[src/rtl/ifm_fetch_ctrl.sv]
// ifm_fetch_ctrl: walks an IFM_W x IFM_H int8 map in SRAM, one kernel row per pass, and feeds the 3-tap shift buffer.
// Latency: read issued at t -> ifm_read/ifm_input at t+1 -> win_valid (with kr/row/col tags) at t+2.
// Backpressure: stall=1 blocks new SRAM reads and freezes the walk; reads already in flight still drain.
//
// Ports:
//   clk, rst_n            clock, asynchronous active-low reset
//   start, ifm_base       job start (accepted only in IDLE) and map base address
//   stall                 downstream backpressure
//   mem_rd_en, mem_addr   SRAM read strobe/address; mem_rdata returns one cycle later
//   ifm_input, ifm_read   pixel and shift enable to the tap buffer
//   win_valid, win_kr,
//   win_row, win_col      taps hold a full 3-pixel row segment, with its tags
//   busy, done            job in progress / one-cycle completion pulse
//
// Build option: define IFM_FETCH_PAD_EN for 1-pixel zero padding (IFM_H output rows,
// IFM_W+2 slots per pass, out-of-map slots shift in zeros without touching SRAM).

module ifm_fetch_ctrl #(
    parameter int IFM_W  = 32,
    parameter int IFM_H  = 32,
    parameter int ADDR_W = 12,
    parameter int DATA_W = 8,
    parameter int CNT_W  = 8
) (
    input  logic              clk,
    input  logic              rst_n,
    input  logic              start,
    input  logic [ADDR_W-1:0] ifm_base,
    input  logic              stall,
    output logic              mem_rd_en,
    output logic [ADDR_W-1:0] mem_addr,
    input  logic [DATA_W-1:0] mem_rdata,
    output logic [DATA_W-1:0] ifm_input,
    output logic              ifm_read,
    output logic              win_valid,
    output logic [1:0]        win_kr,
    output logic [CNT_W-1:0]  win_row,
    output logic [CNT_W-1:0]  win_col,
    output logic              busy,
    output logic              done
);

`ifdef IFM_FETCH_PAD_EN
    // Slot counter c runs 0..IFM_W+1 and stands for column c-1.
    localparam int C_LAST = IFM_W + 1;
    localparam int R_LAST = IFM_H - 1;
    // End of a pass sits one past the row end; next pass starts one before the next row.
    localparam logic [ADDR_W-1:0] KR_STEP  = '1;
    localparam logic [ADDR_W-1:0] ROW_BACK = ADDR_W'(2 * IFM_W + 1);
    localparam logic [ADDR_W-1:0] START_OFS = ADDR_W'(IFM_W + 1);
`else
    localparam int C_LAST = IFM_W - 1;
    localparam int R_LAST = IFM_H - 3;
    // Rows are contiguous, so moving to the next kernel row is a plain +1;
    // after kr=2 the walk rewinds two rows to start output row r+1.
    localparam logic [ADDR_W-1:0] KR_STEP  = ADDR_W'(1);
    localparam logic [ADDR_W-1:0] ROW_BACK = ADDR_W'(2 * IFM_W - 1);
`endif

    typedef enum logic [1:0] {
        S_IDLE  = 2'd0,
        S_FETCH = 2'd1,
        S_DRAIN = 2'd2,
        S_DONE  = 2'd3
    } state_t;

    state_t              state_q, state_d;
    logic [CNT_W-1:0]    r_q, r_d;
    logic [1:0]          kr_q, kr_d;
    logic [CNT_W-1:0]    c_q, c_d;
    logic [ADDR_W-1:0]   addr_q, addr_d;

    // Stage 1: slot whose pixel is on ifm_input this cycle.
    logic                s1_vld_q, s1_vld_d;
    logic [1:0]          s1_kr_q, s1_kr_d;
    logic [CNT_W-1:0]    s1_row_q, s1_row_d;
    logic [CNT_W-1:0]    s1_c_q, s1_c_d;

    // Stage 2: window flag and tags.
    logic                wv_q, wv_d;
    logic [1:0]          wkr_q, wkr_d;
    logic [CNT_W-1:0]    wrow_q, wrow_d;
    logic [CNT_W-1:0]    wcol_q, wcol_d;

    logic                issue;
    logic                last_slot;

    assign issue     = (state_q == S_FETCH) && !stall;
    assign last_slot = (r_q == CNT_W'(R_LAST)) && (kr_q == 2'd2) && (c_q == CNT_W'(C_LAST));

`ifdef IFM_FETCH_PAD_EN
    logic s1_mem_q, s1_mem_d;
    logic row_ok, col_ok;

    // Input row r-1+kr falls outside the map only on the first pass of row 0
    // and the last pass of the last row; columns 0 and C_LAST are the side pads.
    assign row_ok    = !(((r_q == '0) && (kr_q == 2'd0)) ||
                         ((r_q == CNT_W'(R_LAST)) && (kr_q == 2'd2)));
    assign col_ok    = (c_q != '0) && (c_q != CNT_W'(C_LAST));
    assign mem_rd_en = issue && row_ok && col_ok;
    assign ifm_input = s1_mem_q ? mem_rdata : '0;
`else
    assign mem_rd_en = issue;
    assign ifm_input = s1_vld_q ? mem_rdata : '0;
`endif

    assign mem_addr  = mem_rd_en ? addr_q : '0;
    assign ifm_read  = s1_vld_q;
    assign win_valid = wv_q;
    assign win_kr    = wkr_q;
    assign win_row   = wrow_q;
    assign win_col   = wcol_q;
    assign busy      = (state_q != S_IDLE);
    assign done      = (state_q == S_DONE);

    always_comb begin
        state_d = state_q;
        r_d     = r_q;
        kr_d    = kr_q;
        c_d     = c_q;
        addr_d  = addr_q;

        case (state_q)
            S_IDLE: begin
                if (start) begin
                    state_d = S_FETCH;
                    r_d     = '0;
                    kr_d    = '0;
                    c_d     = '0;
`ifdef IFM_FETCH_PAD_EN
                    addr_d  = ifm_base - START_OFS;
`else
                    addr_d  = ifm_base;
`endif
                end
            end
            S_FETCH: begin
                if (!stall) begin
                    if (last_slot) begin
                        state_d = S_DRAIN;
                    end else if (c_q == CNT_W'(C_LAST)) begin
                        c_d = '0;
                        if (kr_q == 2'd2) begin
                            kr_d   = '0;
                            r_d    = r_q + 1'b1;
                            addr_d = addr_q - ROW_BACK;
                        end else begin
                            kr_d   = kr_q + 1'b1;
                            addr_d = addr_q + KR_STEP;
                        end
                    end else begin
                        c_d    = c_q + 1'b1;
                        addr_d = addr_q + 1'b1;
                    end
                end
            end
            S_DRAIN: state_d = S_DONE;
            S_DONE:  state_d = S_IDLE;
            default: state_d = S_IDLE;
        endcase
    end

    always_comb begin
        s1_vld_d = issue;
        s1_kr_d  = kr_q;
        s1_row_d = r_q;
        s1_c_d   = c_q;
`ifdef IFM_FETCH_PAD_EN
        s1_mem_d = mem_rd_en;
`endif
        // The first two slots of a pass leave stale taps from the previous pass.
        wv_d   = s1_vld_q && (s1_c_q >= CNT_W'(2));
        wkr_d  = '0;
        wrow_d = '0;
        wcol_d = '0;
        if (wv_d) begin
            wkr_d  = s1_kr_q;
            wrow_d = s1_row_q;
            wcol_d = s1_c_q - CNT_W'(2);
        end
    end

    always_ff @(posedge clk or negedge rst_n) begin
        if (!rst_n) begin
            state_q  <= S_IDLE;
            r_q      <= '0;
            kr_q     <= '0;
            c_q      <= '0;
            addr_q   <= '0;
            s1_vld_q <= 1'b0;
            s1_kr_q  <= '0;
            s1_row_q <= '0;
            s1_c_q   <= '0;
            wv_q     <= 1'b0;
            wkr_q    <= '0;
            wrow_q   <= '0;
            wcol_q   <= '0;
`ifdef IFM_FETCH_PAD_EN
            s1_mem_q <= 1'b0;
`endif
        end else begin
            state_q  <= state_d;
            r_q      <= r_d;
            kr_q     <= kr_d;
            c_q      <= c_d;
            addr_q   <= addr_d;
            s1_vld_q <= s1_vld_d;
            s1_kr_q  <= s1_kr_d;
            s1_row_q <= s1_row_d;
            s1_c_q   <= s1_c_d;
            wv_q     <= wv_d;
            wkr_q    <= wkr_d;
            wrow_q   <= wrow_d;
            wcol_q   <= wcol_d;
`ifdef IFM_FETCH_PAD_EN
            s1_mem_q <= s1_mem_d;
`endif
        end
    end

endmodule
[config.mk]
export PLATFORM = sky130hd
export DESIGN_NAME = ifm_fetch_ctrl
export DESIGN_NICKNAME = d
export VERILOG_FILES = /design/src/rtl/ifm_fetch_ctrl.sv
export SDC_FILE = /design/constraint.sdc
export NUM_CORES = 1
export LEC_CHECK = 0
export CELL_PAD_IN_SITES_DETAIL_PLACEMENT = 0
export CELL_PAD_IN_SITES_GLOBAL_PLACEMENT = 2
export CORE_MARGIN = 2
export CORE_UTILIZATION = 40
export DETAILED_ROUTE_END_ITERATION = 8
export DONT_BUFFER_PORTS = 1
export PLACE_DENSITY = 0.81
export SLEW_MARGIN = 20
export SYNTH_ARGS = -nofsm -noshare
export SYNTH_HDL_FRONTEND = slang
export SYNTH_SLANG_ARGS = --single-unit
[constraint.sdc]
create_clock -name clk -period 2.75 [get_ports clk]
set_input_delay 0.55 -clock clk [delete_from_list [all_inputs] [get_ports clk]]
set_output_delay 0.55 -clock clk [all_outputs]
set_load 0.03 [all_outputs]
==> metrics.md, run 1 <==
| Metric | Value |
|---|---|
| Final HPWL DP | `5180 µm` |
| Vias/cell | `between 5 and 6` |
| Row Count | `33` |
| Sequential fraction of the synthesis area | `0.505` |
| I/O pin cnt | `67` |
| H-tree levels | `3` |
| Crit end category | `output pin` |
| First-pass GRT wire length | `approximately 13000 µm` |
| Final Hold Fails | `0` |
| Fmax | `about 410 MHz` |
| PostCTS Resize Cnt | `0` |
| Post-synthesis register bit count | `70` |
| Postcts setup bufs | `0` |
| Port bufs | `0` |
| Wirelength per Cell | `between 15 and 20 µm` |
| Largest net degree at the start of global routing | `71` |
| Max incr delay on CP | `between 0.4 and 0.5 ns` |
| CP Max Fanout | `13` |
| Initial antenna violation count | `0` |
| Share of cells above drive strength 1 | `0.135` |
| Final TNS setup | `0 ns` |
| Post-Synthesis Cells | `roughly 340` |
| Max VDD drop | `roughly 0.28 mV` |
| GP Congestion | `slightly above 0.8` |
| CTS Root Cell | `clkbuf_8` |
| Pleak | `between 1.5 and 2 nW` |
| Netlist cell types | `59` |
| Period minus WS final | `about 2.4 ns` |
| Die X | `around 97 µm` |
| Setup CP Type | `reg -> out` |
| Final Max Tran Viols | `0` |
| Worst Skew | `~0.013 ns` |
| P&R area growth vs syn | `11.8%` |
| Critical Path Most Common Cell | `buf_4` |
| Post-synth EDFFs | `0` |
| Clk Latency, worst-skew pair | `0.35 ns` |
| Post-Route WL | `7700 µm` |
| GRT Util Overall | `0.171` |
| 1st-pass router iterations | `6` |
| Post-Syn Area | `approximately 3500 µm²` |
| Layout net count | `between 300 and 400` |
| PwrDens | `698 nW/µm²` |
| DR iter-0 viols | `118` |
| Post-synth top flop | `dfrtp_1` |
| Fill count | `773` |
| Detail Route Antenna Nets | `0` |
| Hold Slack | `roughly 0.073 ns` |
| Initial core utilization | `0.418` |
| FFs w/ async S/R, synth | `1.00` |
| CP required | `roughly 2.2 ns` |
| Die area | `between 9000 and 10000 µm²` |
| Reg2Reg Depth | `6` |
| Mean Syn Cell Area | `10.3 µm²` |
| Via count of the first global-routing pass | `2483` |
| CTS Buf Count | `9` |
| Max_cap viols | `0` |
| TritonCTS clock tree | `built` |
| Critical path, cell by cell | `inv_1, ha_1, nor2b_1, buf_4, and2_1, buf_4` |
| Number of antenna diodes | `0` |
| Die height | `roughly 100 µm` |
| Final setup vio count | `0` |
| Post-route clock period utilization | `0.884` |
| RSZ-0062 raised after global routing | `false` |
| Core area | `between 8000 and 9000 µm²` |
| DRC | `0` |
| Worst Path Arrival | `~1.9 ns` |
| Post-synth net total | `~370` |
| Headroom to the max-slew limit | `0.507` |
| Ys Warns | `0` |
| Hold crit path type | `in -> async` |
| Reg clk slew, reported paths | `~0.09 ns` |
| Worst Tran Pin Value | `between 0.7 and 0.8 ns` |
| Slowest CP cell | `dfrtp_1` |
| Vias | `between 2k and 3k` |
| Worst setup SP type | `register` |
| Hold_buf cts | `1` |
| Status | `finished, final reports clean` |
| Clock Sinks | `70` |
| Clock Tree Buf Depth | `2` |
| Total global routing overflow | `0` |
logic make-up (layout without fill, tap and decap cells):
group,count (synthesis),after routing,share of synthesized area
compound gates,67,67,0.133
xor+xnor,6,6,0.0151
fa+ha+maj,10,10,0.0360
buf+inv,28,47,0.0360
flops,70,70,0.505
mux,10,10,0.0299
simple gates,146,146,0.245
cells in the mapped netlist (2+ instances only):
| master | instances | area share |
|---|---|---|
| a211oi_1 | 2 | 0.0043 |
| a211o_1 | 2 | 0.0050 |
| buf_2 | 4 | 0.0058 |
| o21ai_0 | 16 | 0.023 |
| nand4_1 | 5 | 0.0090 |
| ha_1 | 10 | 0.036 |
| xnor2_1 | 4 | 0.010 |
| a311oi_1 | 2 | 0.0050 |
| and3_1 | 6 | 0.011 |
| a31oi_1 | 5 | 0.0090 |
| clkbuf_1 | 8 | 0.0086 |
| nor3_1 | 18 | 0.026 |
| nor2b_1 | 4 | 0.0072 |
| o21ai_1 | 3 | 0.0043 |
| nand2_1 | 20 | 0.022 |
| o211ai_1 | 4 | 0.0086 |
| nor2_1 | 22 | 0.024 |
| o221ai_1 | 2 | 0.0050 |
| buf_1 | 2 | 0.0022 |
| and2_1 | 32 | 0.058 |
| a22o_1 | 4 | 0.010 |
| dfrtp_1 | 70 | 0.50 |
| mux2i_1 | 7 | 0.020 |
| or4_1 | 3 | 0.0065 |
| nor4_2 | 2 | 0.0072 |
| o41ai_1 | 2 | 0.0050 |
| or3_1 | 4 | 0.0072 |
| buf_4 | 2 | 0.0043 |
| a21oi_1 | 11 | 0.016 |
| nand2b_1 | 3 | 0.0054 |
| mux2_2 | 2 | 0.0065 |
| inv_1 | 11 | 0.012 |
| nand3_1 | 15 | 0.022 |
| o32ai_1 | 4 | 0.010 |
| xor2_1 | 2 | 0.0050 |
path summary, 6_finish.rpt:
check | start | endpoint | slack, ns
max | state_q[1] | mem_addr[9] | 0.32
min | rst_n | win_row[7] | 0.07
max reg2reg | c_q[0] | r_q[5] | 0.37
min reg2reg | c_q[1] | s1_c_q[1] | 0.43
max in group asynchronous | rst_n | kr_q[1] | 2.39
min in group clk | ifm_base[7] | addr_q[7] | 0.35
metrics by stage:
| stage | instance area (µm²) | instances | utilization | power, W | worst slack [ns] |
|---|---|---|---|---|---|
| 2_1_floorplan | 3470 | 337 | - | 0.00182 | 0.488 |
| 3_3_place_gp | 3660 | 444 | 0.441 | 0.00192 | 0.202 |
| 3_5_place_dp | 3660 | 444 | 0.441 | 0.00193 | 0.160 |
| 4_1_cts | 3870 | 461 | 0.467 | 0.00274 | 0.124 |
| 5_1_grt | 3880 | 461 | 0.468 | 0.00289 | 0.132 |
| 6_report | 3880 | 461 | 0.468 | 0.00271 | 0.318 |
where the power goes:
part	switching [W]	leakage [nW]	total, W	internal (W)
clock network	0.000433	0.0888	0.000777	0.000344
registers	0.000284	0.910	0.00149	0.00120
logic	0.000245	0.732	0.000446	0.000201
total	0.000962	1.73	0.00271	0.00175
cell usage in the layout (no fill, tap or decap), drive strengths merged, types with 12 or more instances in the layout:
| cell | Yosys | routed |
|---|---|---|
| nand3 | 15 | 15 |
| nor2 | 22 | 22 |
| dfrtp | 70 | 70 |
| buf | 9 | 20 |
| and2 | 32 | 32 |
| nand2 | 20 | 20 |
| o21ai | 20 | 20 |
| a21oi | 12 | 12 |
| inv | 11 | 15 |
| nor3 | 19 | 19 |
state kept, by name, indices dropped and copies added (netlist names):
signal and cells:
win_kr 2, addr_q 12, r_q 8, s1_row_q 8, c_q 8, win_valid 1
s1_c_q 8, state_q 2, kr_q 2, win_col 8, ifm_read 1, win_row 8
s1_kr_q 2
worst max-delay path: cells and delay by family (launching register included):
kind	cells	cell delay, ns
buf+inv	3	0.55
fa+ha+maj	1	0.19
simple gates	2	0.37
flops	1	0.42
routing by layer:
metal	GRT usage	share of wire	vias to the layer above
met5	0	0	-
met4	0.0574	0.011	0
met3	0.0403	0.052	8
met2	0.280	0.50	62
met1	0.223	0.44	1250
li1	-	-	1237
final cells by class:
class,instances,area (µm²),share of cell area
Clock buffer,9,124,0.0319
Timing Repair Buffer,20,170,0.0438
Tap cell,105,131,0.0338
Inverter,11,41.3,0.0106
Sequential cell,70,1750,0.451
Clock inverter,7,61.3,0.0158
Multi-Input combinational cell,239,1600,0.413
(Power assumes the default switching activity.)
==> inputs of run 2 (changes only) <==
==> constraint.sdc (replaced) <==
create_clock -name clk -period 2.75 [get_ports clk]
set_input_delay 0.4125 -clock clk [delete_from_list [all_inputs] [get_ports clk]]
set_output_delay 0.4125 -clock clk [all_outputs]
set_load 0.03 [all_outputs]
==> run 2 against run 1 <==
Net effect: wire length is 0.55% higher; global-route usage hardly changed; non-clock buffer count is 1 higher; clock skew is 0.0036 ns lower; core utilization is 0.12 points higher; critical path depth is 1 higher; clock power is 2% higher; combinational power is 2% higher; via count is 0.35% lower.
==> metrics.md, run 2 (same netlist as run 1, synthesis figures left out) <==
| Metric | Value |
|---|---|
| Status | `finished, final reports clean (unchanged)` |
| Final Max Tran Viols | `0 (unchanged)` |
| Share of cells above drive strength 1 | `0.134 (was 0.135)` |
| I/O pin cnt | `67 (unchanged)` |
| Wirelength per Cell | `16.8 µm (was 16.7 µm)` |
| Reg clk slew, reported paths | `0.08 ns (was 0.09 ns)` |
| Hold path depth | `2` |
| GP Congestion | `0.821 (was 0.814)` |
| Fmax | `404 MHz (was 411 MHz)` |
| Headroom to the max-slew limit | `0.521 (was 0.507)` |
| CP Max Fanout | `22 (was 13)` |
| Final HPWL DP | `5150 µm (was 5180 µm)` |
| Post-route clock period utilization | `0.901 (was 0.884)` |
| CTS Buf Count | `9 (unchanged)` |
| Max_cap viols | `0 (unchanged)` |
| Placed cell areas | `3660 µm² (unchanged)` |
| Port bufs | `0 (unchanged)` |
| Final setup vio count | `0 (unchanged)` |
| Hold crit path type | `in -> reg (was in -> async)` |
| Detail Route Antenna Nets | `0 (unchanged)` |
| Final Hold Fails | `0 (unchanged)` |
| Initial core utilization | `0.418 (unchanged)` |
| Die height | `97.2 µm (unchanged)` |
| Worst Path Arrival | `2.07 ns (was 1.88 ns)` |
| Vias/cell | `5.52 (was 5.55)` |
| Max VDD drop | `0.293 mV (was 0.277 mV)` |
| Design Area, Final | `3890 µm² (was 3880 µm²)` |
| CTS Root Cell | `clkbuf_8 (unchanged)` |
| Postcts setup bufs | `0 (unchanged)` |
| H-tree levels | `3 (unchanged)` |
| DRC | `0 (unchanged)` |
| Worst Hold Launch | `ifm_base[7]` |
| Clk Latency, worst-skew pair | `0.35 ns (about the same)` |
| Layout net count | `386 (was 385)` |
| Worst setup SP type | `register (unchanged)` |
| RSZ-0062 raised after global routing | `false (unchanged)` |
| Largest net degree at the start of global routing | `71 (unchanged)` |
| Reg2Reg Depth | `8 (was 6)` |
| Setup CP Type | `reg -> out (unchanged)` |
| Reg2reg start | `state_q[1] (was c_q[0])` |
| CP required | `2.34 ns (was 2.20 ns)` |
| Placed instance count | `444 (unchanged)` |
| Most flops, register | `addr_q (unchanged)` |
| TritonCTS clock tree | `built (unchanged)` |
| Worst Skew | `0.00907 ns (was 0.0127 ns)` |
| Slowest CP cell | `dfrtp_1 (unchanged)` |
| Most common cell after layout, fill and taps aside | `dfrtp_1 (unchanged)` |
| Clock Tree Buf Depth | `2 (unchanged)` |
| Max reg flops | `12 (unchanged)` |
| Max incr delay on CP | `0.41 ns (was 0.42 ns)` |
| P&R area growth vs syn | `12.1% (was 11.8%)` |
| Total global routing overflow | `0 (unchanged)` |
| GRT Util Overall | `0.171 (about the same)` |
| Final std cells w/o fill | `462 (was 461)` |
| Final TNS setup | `0 ns (unchanged)` |
| Critical Path Most Common Cell | `buf_4 (unchanged)` |
| Worst Tran Pin Value | `0.713 ns (was 0.730 ns)` |
| Flop2flop setup slack | `0.30 ns (was 0.37 ns)` |
| Crit end category | `output pin (unchanged)` |
| Die X | `97.2 µm (unchanged)` |
| Row Count | `33 (unchanged)` |
| Vias | `2548 (was 2557)` |
| Most frequent cells in the layout | `dfrtp_1, and2_1, nor2_1 (unchanged)` |
| Die area | `9440 µm² (unchanged)` |
| Worst Hold End | `addr_q[7]` |
| Post-Route WL | `7750 µm (was 7700 µm)` |
| First-pass GRT wire length | `12900 µm (about the same)` |
| Period minus WS final | `2.48 ns (was 2.43 ns)` |
| Pleak | `1.74 nW (was 1.73 nW)` |
| 1st-pass router iterations | `4 (was 6)` |
| Number of antenna diodes | `0 (unchanged)` |
| Clock Sinks | `70 (unchanged)` |
| Critical path, cell by cell | `inv_1, ha_1, buf_4, inv_1, buf_4, nor3_1, buf_4 (was inv_1, ha_1, nor2b_1, buf_4, and2_1, buf_4)` |
| DR iter-0 viols | `106 (was 118)` |
| Core area | `8300 µm² (unchanged)` |
| Initial antenna violation count | `0 (unchanged)` |
| PwrDens | `703 nW/µm² (was 698 nW/µm²)` |
| Fill count | `769 (was 773)` |
| Via count of the first global-routing pass | `2499 (was 2483)` |
| R2R Path End | `r_q[6] (was r_q[5])` |
-- run 2: cell count changes in the layout (fill, tap and decap cells not counted) --
cell,change
inv_6,+1
clkinv_4,-1
dlygate4sd3_1,+1
-- run 2: area by class of cell --
class,count,area (µm²),share of cell area
clock buffer,9,124,0.0318
clock inverter,7,61.3,0.0158
inverter,11,41.3,0.0106
multi-input combinational,239,1600,0.412
sequential,70,1750,0.450
tap,105,131,0.0338
timing repair buffer,21,180,0.0463
-- run 2: worst max path at each step --
| stage | from | to | cells after the start |
|---|---|---|---|
| final | state_q[1] | mem_addr[10] | 7 |
| after global routing | state_q[1] | r_q[4] | 8 |
| after CTS | c_q[0] | c_q[5] | 6 |
| after detailed placement | c_q[0] | c_q[5] | 6 |
| after global placement | c_q[0] | c_q[6] | 6 |
| after floorplan | state_q[1] | mem_addr[1] | 5 |
-- run 2: routing by layer --
layer  track usage  vias up  routed length, µm
met3        0.0288        9                288
met4        0.0715        0                100
li1              -     1241                  -
met1         0.228     1238               3750
met5             0        -                  0
met2         0.277       60               3610
-- run 2: critical path, delay by kind of cell, from the launching register on --
family | cells | cell delay (ns)
adder cells (fa/ha/maj) | 1 | 0.17
buffers and inverters | 5 | 0.89
flip-flops | 1 | 0.41
AND/OR/NAND/NOR | 1 | 0.24
-- run 2: stage by stage --
step	total power (W)	hold slack (ns)	setup WS, ns	util
after floorplan	0.00182	0.117	0.626	-
after global placement	0.00193	0.119	0.190	0.441
after detailed placement	0.00194	0.119	0.192	0.441
after CTS	0.00276	0.187	0.179	0.468
after global routing	0.00290	0.199	0.0531	0.469
final	0.00274	0.201	0.272	0.469
-- run 2: power by group --
| group | internal (W) | switching, W |
|---|---|---|
| sequential | 0.00120 | 0.000289 |
| clock | 0.000346 | 0.000446 |
| combinational | 0.000203 | 0.000251 |
| total | 0.00175 | 0.000986 |
-- run 2: repair_timing --
item | CTS | global route
hold buffers | 2 | 0
gates resized for setup | 0 | 0
hold endpoints to repair | 70 | 0
setup endpoints to repair | 0 | 0
